### src/rtl/data_inf_c_sched_pkg.sv
// data_inf_c_sched_pkg: shared state type and round-robin picker for the s2m scheduler
package data_inf_c_sched_pkg;
  typedef enum logic {IDLE, XFER} state_e;
  localparam int MAX_NUM = 16;
  // Returns {found, idx}: first set req bit scanning ptr+1, ptr+2, ... modulo num
  function automatic logic [4:0] rr_pick(input logic [MAX_NUM-1:0] req, input logic [3:0] ptr, input int num);
    logic [4:0] r;
    int k;
    r = '0;
    for (int i = MAX_NUM; i >= 1; i--) begin
      k = (int'(ptr) + i) % num;
      if (i <= num && req[k]) r = {1'b1, 4'(k)};
    end
    return r;
  endfunction
endpackage

### src/rtl/data_inf_c_credit_cnt.sv
// data_inf_c_credit_cnt: saturating up/down credit counter with sticky overflow flag
module data_inf_c_credit_cnt #(
  parameter int CREDITS = 4,
  parameter int CSIZE = $clog2(CREDITS+1)
) (
  input  logic             clock,
  input  logic             rst_n,
  input  logic             dec,
  input  logic             inc,
  output logic [CSIZE-1:0] cnt,
  output logic             ovf
);
  always_ff @(posedge clock or negedge rst_n)
    if (!rst_n) begin
      cnt <= CSIZE'(CREDITS);
      ovf <= 1'b0;
    end else if (inc && !dec) begin
      if (cnt == CSIZE'(CREDITS)) ovf <= 1'b1;
      else cnt <= cnt + 1'b1;
    end else if (dec && !inc) begin
      cnt <= cnt - 1'b1;
    end
endmodule

### src/rtl/data_inf_c_s2m_scheduler.sv
// data_inf_c_s2m_scheduler: per-packet round-robin destination scheduler with credits
module data_inf_c_s2m_scheduler #(
  parameter int NUM = 8,
  parameter int NSIZE = $clog2(NUM),
  parameter int CREDITS = 4,
  parameter int CSIZE = $clog2(CREDITS+1)
) (
  input  logic                 clock,
  input  logic                 rst_n,
  input  logic                 up_valid,
  input  logic                 up_last,
  output logic                 up_ready,
  output logic                 ic_valid,
  input  logic                 ic_ready,
  output logic [NSIZE-1:0]     addr,
  input  logic [NUM-1:0]       dest_en,
  input  logic [NUM-1:0]       credit_ret,
  output logic [NUM*CSIZE-1:0] credit_cnt,
  output logic                 busy,
  output logic                 credit_ovf
);
  import data_inf_c_sched_pkg::*;
  state_e state;
  logic gate, grant;
  logic [NSIZE-1:0] rr_ptr;
  logic [NUM-1:0] elig, dec, ovf;
  logic [4:0] pick;
  assign gate = state == XFER;
  assign busy = gate;
  assign up_ready = ic_ready & gate;
  assign ic_valid = up_valid & gate;
  assign pick = rr_pick(16'(elig), 4'(rr_ptr), NUM);
  assign grant = ~gate & up_valid & pick[4];
  assign credit_ovf = |ovf;
  for (genvar i = 0; i < NUM; i++) begin : g_cnt
    data_inf_c_credit_cnt #(.CREDITS(CREDITS), .CSIZE(CSIZE)) u_cnt (
      .clock(clock),
      .rst_n(rst_n),
      .dec(dec[i]),
      .inc(credit_ret[i]),
      .cnt(credit_cnt[i*CSIZE +: CSIZE]),
      .ovf(ovf[i])
    );
    assign elig[i] = dest_en[i] & (credit_cnt[i*CSIZE +: CSIZE] != '0);
    assign dec[i] = grant & (pick[3:0] == 4'(i));
  end
  // addr only changes on a grant, so it is stable for every beat of the packet
  always_ff @(posedge clock or negedge rst_n)
    if (!rst_n) begin
      state <= IDLE;
      addr <= '0;
      rr_ptr <= NSIZE'(NUM-1);
    end else if (state == IDLE) begin
      if (grant) begin
        state <= XFER;
        addr <= NSIZE'(pick[3:0]);
        rr_ptr <= NSIZE'(pick[3:0]);
      end
    end else if (up_valid && ic_ready && up_last) begin
      state <= IDLE;
    end
endmodule

### config.mk
export PLATFORM = sky130hd
export DESIGN_NAME = data_inf_c_s2m_scheduler
export DESIGN_NICKNAME = d
export VERILOG_FILES = /design/src/rtl/data_inf_c_sched_pkg.sv /design/src/rtl/data_inf_c_credit_cnt.sv /design/src/rtl/data_inf_c_s2m_scheduler.sv
export SDC_FILE = /design/constraint.sdc
export NUM_CORES = 1
export LEC_CHECK = 0
export BUFFER_PORTS_ARGS = -buffer_cell sky130_fd_sc_hd__buf_2
export CAP_MARGIN = 5
export CORE_UTILIZATION = 35
export CTS_BUF_LIST = sky130_fd_sc_hd__clkbuf_2
export CTS_CLUSTER_SIZE = 16
export DETAILED_ROUTE_END_ITERATION = 10
export HOLD_SLACK_MARGIN = 0.05
export PLACE_DENSITY = 0.52
export SLEW_MARGIN = 20
export SYNTH_ARGS = -nofsm -noshare
export SYNTH_HDL_FRONTEND = slang
export SYNTH_SLANG_ARGS = --single-unit
### constraint.sdc
create_clock -name clock -period 6 [get_ports clock]
set_clock_uncertainty 0.05 [all_clocks]
set_input_delay 0.9 -clock clock [delete_from_list [all_inputs] [get_ports clock]]
set_output_delay 0.9 -clock clock [all_outputs]
set_load 0.02 [all_outputs]
==> results.md <==
- Status: finished clean
- Initial core utilization: 36.7%
- Via count: 3360
- Die Wd: 107 um
- Fraction of layout cells with a size suffix above 1: 30.2%
- Max Fclk: a little under 200 MHz
- Setup violators final: 0
- Core area: 10500 sq um
- CTS sink count: 39
- Critical Path, Cell by Cell: inv_2, ha_1, inv_2, mux2_2, mux4_2, and4b_1, o211ai_2, a32oi_2, nor4_4, nand2b_1, fa_1, o211ai_1, mux2_2, o211ai_1
- Total Routing Usage GR: 17.6%
- Worst R2R Path Depth: 14
- CTS tree: done
- Max_slew headroom: between 30% and 40%
- Largest net degree at the start of global routing: 40
- Final Hold Viols: 0
- Clock Path Buffers: 2
- Max Cap Viol: 0
- Flops & latches, synth: 39
- Share of the synthesized area in the top cell type: between 10% and 20%
- Worst endpoint required time: between 6000 and 7000 ps
- Reg clk slew, reported paths: about 230 ps
- Setup CP Type: reg -> reg
- Critical path depth in cells: 14
- Area delta synth->final: 11.8%
- Worst EP arrival: approximately 5400 ps
- DRT Wirelength: 9670 um
- I/O pin count: 52
- Unrepaired setup endpoints after global routing: no
- # resized after CTS: 0
- Routed wire per std cell: 16.7 um
- Sequential share of the synthesized area: 25.6%
- First-pass GRT wire length: 16100 um
- Period minus WS final: 5110 ps
- Global route overflow: 0
- Synth Flop Type: dfrtp_1
- Die Area: approximately 11000 sq um
- Vias in the first global route: 3097
- Antenna violations before repair: 0
- Post-synth EDFFs: 0
- Inserted Diodes: 0
- Worst-skew pair later-pin latency: 420 ps
- Crit path buf inv count: 2
- DR iter-0 viols: 173
- Netlist Area Pre-Place: 3860 sq um
- Cells after synthesis: 396
- Pre-antenna DRT Iters: 4
- CTS Buf Count: 5
- IO Port Bufs: 51
- Worst-path fanout max: 18
- Num rows: 37
- Post-synth top area cell: dfrtp_1
- Final TNS setup: 0 ps
- Startpoint Class: flop
- Ys async rst share: between 90% and 100%
- CTS Root Cell: clkbuf_2
- Count leader, synth: mux2i_1
- Synthesis Warnings: 0
- Vias per cell: 5.79
- CTS H-tree lvls: 2
- Area contributors post-synth: dfrtp_1, mux2i_1, mux4_2
- Largest stage delay, worst path: 800 ps
- Critical-path top delay cell: dfstp_2
- Setup bufs post-CTS: 0
- Crit end category: flop
- Yosys cell types: 72
- Final period util: 85.2%
- HP Class: reg -> reg
- Hold depth: 1
- Post-synth net total: 427
- Post-synth top cells: mux2i_1, nand2_1, dfrtp_1
- Syn avg cell area: 9.74 sq um
- GPL Wtd Cong: 0.850
- Max Slew Vio Count: 0
- DP Wirelength: 6900 um
- Least-Margin Pin Slew: 1010 ps
- Die height: 107 um
- Hold_buf cts: 0
- Routed Antenna Nets: 0
- Final net count: 474
- # DRC: 0
- Worst path top cell family by delay: simple AND/OR/NAND/NOR gates
==> final cells by class <==
class | count | area (sq um)
Clock buffer | 6 | 30.0
Clock inverter | 2 | 12.5
Fill cell | 1036 | 6190
Inverter | 23 | 86.3
Multi-Input combinational cell | 310 | 2670
Sequential cell | 39 | 990
Tap cell | 136 | 170
Timing Repair Buffer | 64 | 353
==> state kept, by name (all words and copies together), names as in the netlist <==
signal,cells
busy,1
g_cnt.u_cnt.cnt,24
rr_ptr,3
addr,3
g_cnt.u_cnt.ovf,8
==> worst register-to-register path, delay by kind of cell, from the launching register on <==
kind | cells | cell delay (ps)
AND/OR/NAND/NOR | 3 | 1150
multiplexers | 3 | 1070
adder cells (fa/ha/maj) | 2 | 850
flip-flops | 1 | 800
AO/OA/AOI/OAI | 4 | 690
buffers and inverters | 2 | 410
==> cells in the final DEF, fill, tap and decap left out, types with 4 or more instances in the layout <==
cell type	instances
buf_2	51
mux2i_1	39
nand2_1	31
dfrtp_1	28
nor2_1	24
inv_1	20
o21ai_0	20
mux4_2	13
a21oi_1	13
buf_4	13
o211ai_1	11
dfstp_2	11
nand2b_1	10
mux2_2	10
nand3_1	8
fa_1	8
o31ai_1	6
o31ai_2	6
o221ai_1	6
xnor2_1	6
o22ai_1	6
clkbuf_2	6
nor3_1	5
a41o_1	5
o21a_1	5
mux2_1	4
xor2_1	4
and4b_1	4
and2_1	4
==> metrics by stage <==
stage          utilization, %  hold WS [ps]  cell area [sq um]  worst slack [ps]  std cells
6_report                 41.1           456               4320               886        580
3_5_place_dp             40.7           411               4270               904        572
5_1_grt                  41.1           487               4320               549        580
4_1_cts                  41.1           465               4320               871        580
3_3_place_gp             40.7           416               4270               975        572
2_1_floorplan               -           382               3860              1150        396
==> cells by family (layout without fill, tap and decap cells) <==
family	count (synthesis)	after routing	share of synthesized area (%)
adder cells (fa/ha/maj)	10	10	4.80
buffers and inverters	47	95	5.06
AO/OA/AOI/OAI	112	112	23.0
AND/OR/NAND/NOR	111	111	16.7
flip-flops	39	39	25.6
XOR/XNOR	11	11	2.98
multiplexers	66	66	21.8
==> worst paths after layout <==
path | start | to | slack [ps]
min in group asynchronous | rst_n | g_cnt[7].u_cnt.cnt[0]$_DFFE_PN0P_ | 530
worst min-delay path | g_cnt[6].u_cnt.ovf$_DFFE_PN0P_ | g_cnt[6].u_cnt.ovf$_DFFE_PN0P_ | 460
worst min register to register | g_cnt[6].u_cnt.ovf$_DFFE_PN0P_ | g_cnt[6].u_cnt.ovf$_DFFE_PN0P_ | 460
worst max register to register | rr_ptr[1]$_DFFE_PN1P_ | g_cnt[4].u_cnt.cnt[1]$_DFFE_PN0P_ | 890
max in group asynchronous | rst_n | busy$_DFF_PN0_ | 4770
worst max-delay path | rr_ptr[1]$_DFFE_PN1P_ | g_cnt[4].u_cnt.cnt[1]$_DFFE_PN0P_ | 890
==> layer usage <==
metal	up-vias	wire, um	global-route usage, %	part of all wire (%)
li1	1615	-	-	-
met1	1638	4630	24.9	48
met2	97	4490	28.6	46
met3	10	418	2.19	4.3
met4	0	127	4.11	1.3
met5	-	0	0	0
Power is left out: the tool's default activity adds up to more than one toggle a clock period on the data nets, which glitch-free logic cannot reach.
